## src/rtl/vga_sprite_compositor.sv

```systemverilog
// VGA timing generator with a two-stage pixel pipeline that composites a tile wall map,
// N_SPR colour-keyed sprites (shadowed at frame start) and an external background.
module vga_sprite_compositor #(
    parameter int PIX_DIV   = 4,
    parameter int H_SYNC    = 96,
    parameter int H_BP      = 48,
    parameter int H_ACTIVE  = 640,
    parameter int H_FP      = 16,
    parameter int V_SYNC    = 2,
    parameter int V_BP      = 29,
    parameter int V_ACTIVE  = 480,
    parameter int V_FP      = 10,
    parameter int N_SPR     = 2,
    parameter int SPR_W     = 16,
    parameter int SPR_H     = 16,
    parameter int FRAME_W   = 2,
    parameter int ADDR_W    = 10,
    parameter int TILE_LOG2 = 5,
    parameter int MAP_W     = 20,
    parameter int MAP_H     = 15,
    parameter logic [7:0] WALL_RGB = 8'hE3,
    parameter logic [7:0] TRANSP   = 8'hFF
) (
    input  logic                        clk,
    input  logic                        rst,
    input  logic [MAP_W*MAP_H-1:0]      tile_map,
    input  logic [N_SPR*20-1:0]         spr_pos,
    input  logic [N_SPR*FRAME_W-1:0]    spr_frame,
    input  logic [N_SPR-1:0]            spr_en,
    output logic [N_SPR*ADDR_W-1:0]     spr_addr,
    input  logic [N_SPR*8-1:0]          spr_data,
    input  logic [7:0]                  bg_data,
    output logic [9:0]                  hcount,
    output logic [9:0]                  vcount,
    output logic                        pix_en,
    output logic                        frame_start,
    output logic [2:0]                  r,
    output logic [2:0]                  g,
    output logic [1:0]                  b,
    output logic                        hs,
    output logic                        vs
);

    localparam int H_TOT = H_SYNC + H_BP + H_ACTIVE + H_FP;
    localparam int V_TOT = V_SYNC + V_BP + V_ACTIVE + V_FP;
    localparam int HA0   = H_SYNC + H_BP;
    localparam int VA0   = V_SYNC + V_BP;
    localparam int MAP_N = MAP_W * MAP_H;
    localparam int DIV_W = (PIX_DIV > 1) ? $clog2(PIX_DIV) : 1;

    localparam logic [DIV_W-1:0] DIV_LAST = DIV_W'(PIX_DIV - 1);
    localparam logic [9:0] H_LAST = 10'(H_TOT - 1);
    localparam logic [9:0] V_LAST = 10'(V_TOT - 1);
    localparam logic [9:0] HS_END = 10'(H_SYNC);
    localparam logic [9:0] VS_END = 10'(V_SYNC);
    localparam logic [9:0] HA_LO  = 10'(HA0);
    localparam logic [9:0] HA_HI  = 10'(HA0 + H_ACTIVE);
    localparam logic [9:0] VA_LO  = 10'(VA0);
    localparam logic [9:0] VA_HI  = 10'(VA0 + V_ACTIVE);
    localparam logic [9:0] SW10   = 10'(SPR_W);
    localparam logic [9:0] SH10   = 10'(SPR_H);
    localparam logic [9:0] MW10   = 10'(MAP_W);
    localparam logic [9:0] MH10   = 10'(MAP_H);
    localparam logic [MAP_N-1:0] MAP_ONE = MAP_N'(1);

    logic [DIV_W-1:0]           div;
    logic [N_SPR*20-1:0]        sh_pos;
    logic [N_SPR*FRAME_W-1:0]   sh_frame;
    logic [N_SPR-1:0]           sh_en;

    logic [9:0]                 dx [N_SPR];
    logic [9:0]                 dy [N_SPR];
    logic [N_SPR-1:0]           hit_c;
    logic [N_SPR*ADDR_W-1:0]    addr_c;
    logic [9:0]                 hrel, vrel, col, row;
    logic [31:0]                tidx;
    logic                       active_c, wall_c;

    logic [N_SPR-1:0]           hit_s1;
    logic                       wall_s1, act_s1, hs_s1, vs_s1;
    logic [7:0]                 bg_s1;
    logic [7:0]                 pix_c;
    logic                       found;

    always_ff @(posedge clk) begin
        if (rst) begin
            div    <= '0;
            pix_en <= 1'b0;
        end else if (div == DIV_LAST) begin
            div    <= '0;
            pix_en <= 1'b1;
        end else begin
            div    <= div + DIV_W'(1);
            pix_en <= 1'b0;
        end
    end

    always_ff @(posedge clk) begin
        if (rst) begin
            hcount      <= '0;
            vcount      <= '0;
            frame_start <= 1'b0;
            sh_pos      <= '0;
            sh_frame    <= '0;
            sh_en       <= '0;
        end else begin
            frame_start <= 1'b0;
            if (pix_en) begin
                if (hcount == H_LAST) begin
                    hcount <= '0;
                    if (vcount == V_LAST) begin
                        vcount      <= '0;
                        frame_start <= 1'b1;
                        sh_pos      <= spr_pos;
                        sh_frame    <= spr_frame;
                        sh_en       <= spr_en;
                    end else begin
                        vcount <= vcount + 10'd1;
                    end
                end else begin
                    hcount <= hcount + 10'd1;
                end
            end
        end
    end

    // Unsigned wrap of dx/dy clips sprites hanging off any screen edge.
    always_comb begin
        hit_c  = '0;
        addr_c = '0;
        for (int unsigned i = 0; i < N_SPR; i++) begin
            dx[i] = hcount - sh_pos[20*i+10 +: 10];
            dy[i] = vcount - sh_pos[20*i +: 10];
            hit_c[i] = sh_en[i] && (dx[i] < SW10) && (dy[i] < SH10);
            addr_c[ADDR_W*i +: ADDR_W] =
                ADDR_W'(sh_frame[FRAME_W*i +: FRAME_W]) * ADDR_W'(SPR_W * SPR_H)
                + ADDR_W'(dy[i]) * ADDR_W'(SPR_W) + ADDR_W'(dx[i]);
        end
    end

    always_comb begin
        active_c = (hcount >= HA_LO) && (hcount < HA_HI) &&
                   (vcount >= VA_LO) && (vcount < VA_HI);
        hrel     = hcount - HA_LO;
        vrel     = vcount - VA_LO;
        col      = hrel >> TILE_LOG2;
        row      = vrel >> TILE_LOG2;
        tidx     = 32'(row) * 32'(MAP_W) + 32'(col);
        wall_c   = active_c && (col < MW10) && (row < MH10) &&
                   (|(tile_map & (MAP_ONE << tidx)));
    end

    always_comb begin
        pix_c = bg_s1;
        found = 1'b0;
        for (int unsigned i = 0; i < N_SPR; i++) begin
            if (!found && hit_s1[i] && (spr_data[8*i +: 8] != TRANSP)) begin
                pix_c = spr_data[8*i +: 8];
                found = 1'b1;
            end
        end
        if (wall_s1) pix_c = WALL_RGB;
        if (!act_s1) pix_c = '0;
    end

    always_ff @(posedge clk) begin
        if (rst) begin
            hit_s1   <= '0;
            wall_s1  <= 1'b0;
            act_s1   <= 1'b0;
            hs_s1    <= 1'b0;
            vs_s1    <= 1'b0;
            bg_s1    <= '0;
            spr_addr <= '0;
            r        <= '0;
            g        <= '0;
            b        <= '0;
            hs       <= 1'b0;
            vs       <= 1'b0;
        end else if (pix_en) begin
            hit_s1    <= hit_c;
            wall_s1   <= wall_c;
            act_s1    <= active_c;
            hs_s1     <= (hcount >= HS_END);
            vs_s1     <= (vcount >= VS_END);
            bg_s1     <= bg_data;
            spr_addr  <= addr_c;
            {r, g, b} <= pix_c;
            hs        <= hs_s1;
            vs        <= vs_s1;
        end
    end

endmodule

```

## config.mk

```make
export PLATFORM = sky130hd
export DESIGN_NAME = vga_sprite_compositor
export DESIGN_NICKNAME = d
export VERILOG_FILES = /design/src/rtl/vga_sprite_compositor.sv
export SDC_FILE = /design/constraint.sdc
export NUM_CORES = 1
export LEC_CHECK = 0
export CAP_MARGIN = 25
export CORE_AREA = 8 8 158 160
export CTS_CLUSTER_SIZE = 24
export DETAILED_ROUTE_END_ITERATION = 10
export DIE_AREA = 0 0 166 168
export DONT_BUFFER_PORTS = 1
export GPL_TIMING_DRIVEN = 0
export PLACE_DENSITY = 0.58
export RECOVER_POWER = 50
export SLEW_MARGIN = 20
export SYNTH_ARGS = -nofsm -noshare
export SYNTH_HDL_FRONTEND = slang
export SYNTH_SLANG_ARGS = --single-unit
```

## constraint.sdc

```tcl
create_clock -name clk -period 9.6 [get_ports clk]
set_input_delay 2.4 -clock clk [delete_from_list [all_inputs] [get_ports clk]]
set_output_delay 2.4 -clock clk [all_outputs]
set_load 0.03 [all_outputs]
```

After elaboration in Yosys (flattened, before gate mapping)
Cells that the tools add are included.

word-level totals
  bits in registers = 114
  bits of input ports = 372
  output and inout port bits = 52
  word-level logic and storage cells = 84

operators by class
  $add $sub $neg = 14
  $mul = 1
  $lt $le $gt $ge = 12
  eq/ne operators = 5
  shifts and indexed selects = 1
  mux-type cells = 9
  bitwise gates (word level) = 3
  reductions and logical operators = 19

operators by type and width
  cell                                                         count
  AND 300 bit                                                  1
  OR reduction 300 bit                                         1
  << shifter 1 x 11 -> 300 bit, first input constant           1
  adder 10 bit                                                 4
  less-than comparator 10 x 5 -> 1 bit, second input constant  4
  subtractor 10 bit                                            4
  2-to-1 mux 8 bit                                             4
  adder 10 x 1 -> 10 bit, second input constant                2
  equality test 10 bit, second input constant                  2
  2-to-1 mux 10 bit                                            2
  != test 8 bit, second input constant                         2
  logical AND 1 bit                                            13
  adder 10 x 5 -> 11 bit                                       1
  >= comparator 10 x 2 -> 1 bit, second input constant         1
  >= comparator 10 x 5 -> 1 bit, second input constant         1
  >= comparator 10 x 7 -> 1 bit, second input constant         1
  >= comparator 10 x 8 -> 1 bit, second input constant         1
  less-than comparator 10 bit, second input constant           1
  less-than comparator 10 x 9 -> 1 bit, second input constant  1
  subtractor 10 x 5 -> 10 bit, second input constant           1
  subtractor 10 x 8 -> 10 bit, second input constant           1
  multiplier 5 x 3 -> 8 bit, second input constant             1
  less-than comparator 5 x 4 -> 1 bit, second input constant   1
  less-than comparator 5 bit, second input constant            1
  9 further kinds                                              12

Depth between registers and ports, before layout
  depth in word-level cells = 9
  depth in mapped cells = 19
  gate-level depth less buffers = 18

Worst setup path after synthesis
Ideal clock, no wire load.

  kind = reg2reg
  start = reg vcount[1]
  end = reg wall_s1
  library setup time = 117 ps
  arrival time = 4375 ps
  data required time = 9483 ps
  path slack = 5108 ps
  stages on the path, launching flop included = 16
  path buffers = 0
  clock period less this slack = 4492 ps
  cell sequence = dfxtp_1 > ha_1 > nand4_1 > and3_1 > nor2_1 > inv_1 > xnor2_1 > ha_1 > fa_1 > xor2_1 > nor2_1 > a41oi_1 > nand4_1 > a221o_1 > or4_1 > a32o_1

on the way
  cells in the longest elaborated chain, start to end = 7
  elaborated cells on any way between the ends = 14
  classes of those cells = 2 x add/sub; 1 x mul; 3 x order compare; 1 x shift; 1 x bitwise; 6 x reduce/logical

ends and longest elaborated chain
  element                       RTL line  source
  from (decl)                   34        output logic [9:0] vcount,
  from (signal assigned)        118       vcount <= vcount + 10'd1;
  subtractor 10 x 5 -> 10 bit   145       vrel = vcount - VA_LO;
  multiplier 5 x 3 -> 8 bit     148       tidx = 32'(row) * 32'(MAP_W) + 32'(col);
  adder 10 x 5 -> 11 bit        148
  << shifter 1 x 11 -> 300 bit  150       (|(tile_map & (MAP_ONE << tidx)));
  AND 300 bit                   150
  OR reduction 300 bit          150
  logical AND 1 bit (*)         149       wall_c = active_c && (col < MW10) && (row < MH10) &&
  to (signal assigned)          182       wall_s1 <= wall_c;
  to (decl)                     80        logic wall_s1, act_s1, hs_s1, vs_s1;

Mark *: on every way between the ends. The rest lies on a longest branch, timed or not.
A chain may end at the register's enable or synchronous reset.

Worst setup path in the final report
  start = reg vcount[3]
  end = reg wall_s1

The elaborated chain is that of the path after synthesis.

==> metrics.cfg <==
[run_status]
status=finished, final reports clean

[power]
power_leakage_uw=0.003913
ir_drop_uv=117.2
intPower_uw=888.3
sw_frac_of_total_pct=23.93
power_density_nw_per_um2=109.2
power_frac_comb_pct=4.2
seqPwrFrac_pct=41.4
p_switching_uw=279.5
p_clk_share_pct=54.3

[synth]
async_reset_ff_share_pct=0
synth_top_family_by_area=compound AO/OA/AOI/OAI gates
synth-compound-area-share_pct=26.57
synthXorXnorAreaFrac_pct=6.472
yosysSeqAreaShare_pct=23.47
synth-simple-area-share_pct=19.54
synth_edf_count=0
synthAdderAreaFrac_pct=10.94
ys_ff_latch=114
syn_inst=1262
yosysUniqueCellTypes=75
synthMuxAreaShare_pct=7.012
syn_area_um2=9724
synth_area_per_cell_um2=7.705
synthFlopType=dfxtp_1
syn_nets=1713
synth_warnings=0

[sta]
hold_viol=0
fmax_mhz=155.3
max_slew_margin_pct=30.75
hold_slack_ns=0.4432
setup_viol=0
slew_violations=0
rsz0062_at_grt=no
fin_tns_setup_ns=0
worst_pin_slew_ns=1.033
min_period_ns=6.441
fin_crit_sh_pct=67.09
skew_ns=0.009395

[clock_network]
ctsHoldBuffers=0
clock_latency_ns=0.42
htree_levels=4
cts_buffer_depth=2
cts_buffers=17
cts_resized=0
clk_pin_slew_ns=0.06
clock-root-buffer=clkbuf_16
postCtsSetupBuffers=0
cts_tree=built
clock-sinks=114

[cells_and_area]
final_cell_mix=131 x nand2_1, 114 x dfxtp_1, 94 x nor2_1, 83 x a21oi_1, 77 x o21ai_0
n_fill_cell=2362
drive_above_1_share_pct=5.637
syn2layout_area_growth_pct=9.972
multi_input_area_um2=6860
nNetsFinal=1733
final_common_cell=nand2_1
final_util_pct=47.82
regArea_um2=2282

[setup_path]
start_kind=flip-flop
worstSetupPathType=flip-flop to flip-flop
regToRegSetupSlack_ns=3.16
reg2reg_depth=17
regToRegEndpoint=wall_s1
worstSetupPathDepth=17
rr_startpoint=vcount[3]
cp_top_family=buffers and inverters
path_buf_inv=5
cp_common_cell=clkbuf_1
crit_arrival_ns=6.80
slowest_stage=nor3_1
cp_max_fo=10
required_ns=9.96
end_kind=flip-flop
cpPeakStageDelay_ns=0.89
path_cells=clkbuf_1, and3_1, and2_1, nor2_1, xnor2_1, inv_1, fa_1, clkinv_1, nor3_1, clkbuf_1, clkbuf_1, a22oi_1, a21oi_1, a21oi_1, a2111oi_0, a211o_1, a32o_1

[worst_hold_path]
hold_start=div[0]
hold_path_end=div[0]
min_delay_path_depth=1
hold_class=flip-flop to flip-flop

[place]
gp_congestion=1.010
port_buffers=0
place_hpwl_um=39680

[routing]
firstDrtPassIters=6
drc=0
routed_wl_um=48020
vias=10590
ant_nets=0
viasPerCell=6.678
wire_per_inst_um=30.30
dr.first_iter.drc_count=1392

[floorplan]
initial_core_util_pct=43.48
die_area_um2=27890
coreArea_um2=22370
ios=424
die_x_um=166
rows=55
die_h_um=168

[global_routing]
grt_overflow=0
grt_max_degree=17
grt_use_total_pct=32.53
grt_pass1_wl_um=68170
antenna_found_initial=5
grt_pass1_vias=10310

[job]
cap_viol_max_count=0

## power groups by stage
stage | combinational (uW) | sequential [uW] | clock [uW]
3_5_place_dp | 48.8 | 494 | 0
5_1_grt | 54.1 | 484 | 658
6_report | 49.5 | 484 | 635
2_1_floorplan | 34.9 | 493 | 0
3_3_place_gp | 48.7 | 494 | 0
4_1_cts | 49.0 | 484 | 639
## synthesized netlist by cell type (18+ instances only)
master	number	area, um^2
nand2_1	131	491.7
dfxtp_1	114	2282
nor2_1	94	352.8
a21oi_1	83	415.4
o21ai_0	77	385.4
clkbuf_1	71	266.5
ha_1	69	863.3
inv_1	59	221.5
nand3_1	55	275.3
mux2i_1	49	490.5
xnor2_1	37	324.1
a22oi_1	36	270.3
xor2_1	33	289.0
a22o_1	28	245.2
nor3_1	26	130.1
nand4_1	23	143.9
a31oi_1	20	125.1
a21o_1	18	135.1
## layer usage
| layer | part of all wire (%) | global-route usage (%) | up-vias |
|---|---|---|---|
| met5 | 0.027 | 0 | - |
| met2 | 48 | 55.75 | 698 |
| met1 | 37 | 36.15 | 5031 |
| li1 | - | - | 4699 |
| met3 | 10 | 9.682 | 155 |
| met4 | 5.1 | 17.00 | 2 |
## layout make-up
type | instances | share of cell area, %
clock buffer | 18 | 4.107
antenna | 5 | 0.1170
timing repair buffer | 1 | 0.07020
multi-input combinational | 999 | 64.15
clock inverter | 14 | 1.439
buffer | 89 | 3.335
tap | 285 | 3.335
sequential | 114 | 21.34
inverter | 60 | 2.106
## registers in the layout (all words and copies together) (netlist names)
register,cells
sh_pos,40
spr_addr,20
hcount,10
vcount,10
bg_s1,8
sh_frame,4
g,3
r,3
b,2
div,2
hit_s1,2
sh_en,2
act_s1,1
frame_start,1
hs,1
hs_s1,1
pix_en,1
vs,1
vs_s1,1
wall_s1,1
## through the flow
step           instances  cell area (um^2)  worst slack [ns]  total power (uW)
3_5_place_dp        1548             10090             3.390             542.8
6_report            1585             10690             3.159              1168
3_3_place_gp        1547             10080             3.496             542.6
2_1_floorplan       1262              9724             5.108             527.5
5_1_grt             1583             10690             3.068              1196
4_1_cts             1580             10690             3.386              1171
## how the worst max path moves through the flow
stage,from,endpoint,slack (ns)
floorplan,vcount[1],wall_s1,5.11
global placement,vcount[3],wall_s1,3.50
detailed placement,vcount[3],wall_s1,3.39
CTS,vcount[3],wall_s1,3.39
global route,vcount[3],wall_s1,3.07
finish,vcount[3],wall_s1,3.16
## cell families (layout without fill, tap and decap cells)
| family | after synthesis | after routing |
|---|---|---|
| simple gates | 401 | 401 |
| buf+inv | 149 | 182 |
| flops | 114 | 114 |
| compound gates | 384 | 384 |
| mux | 64 | 64 |
| fa+ha+maj | 79 | 79 |
| other cells | 0 | 5 |
| xor+xnor | 71 | 71 |
Power figures use the tool's default switching activity.
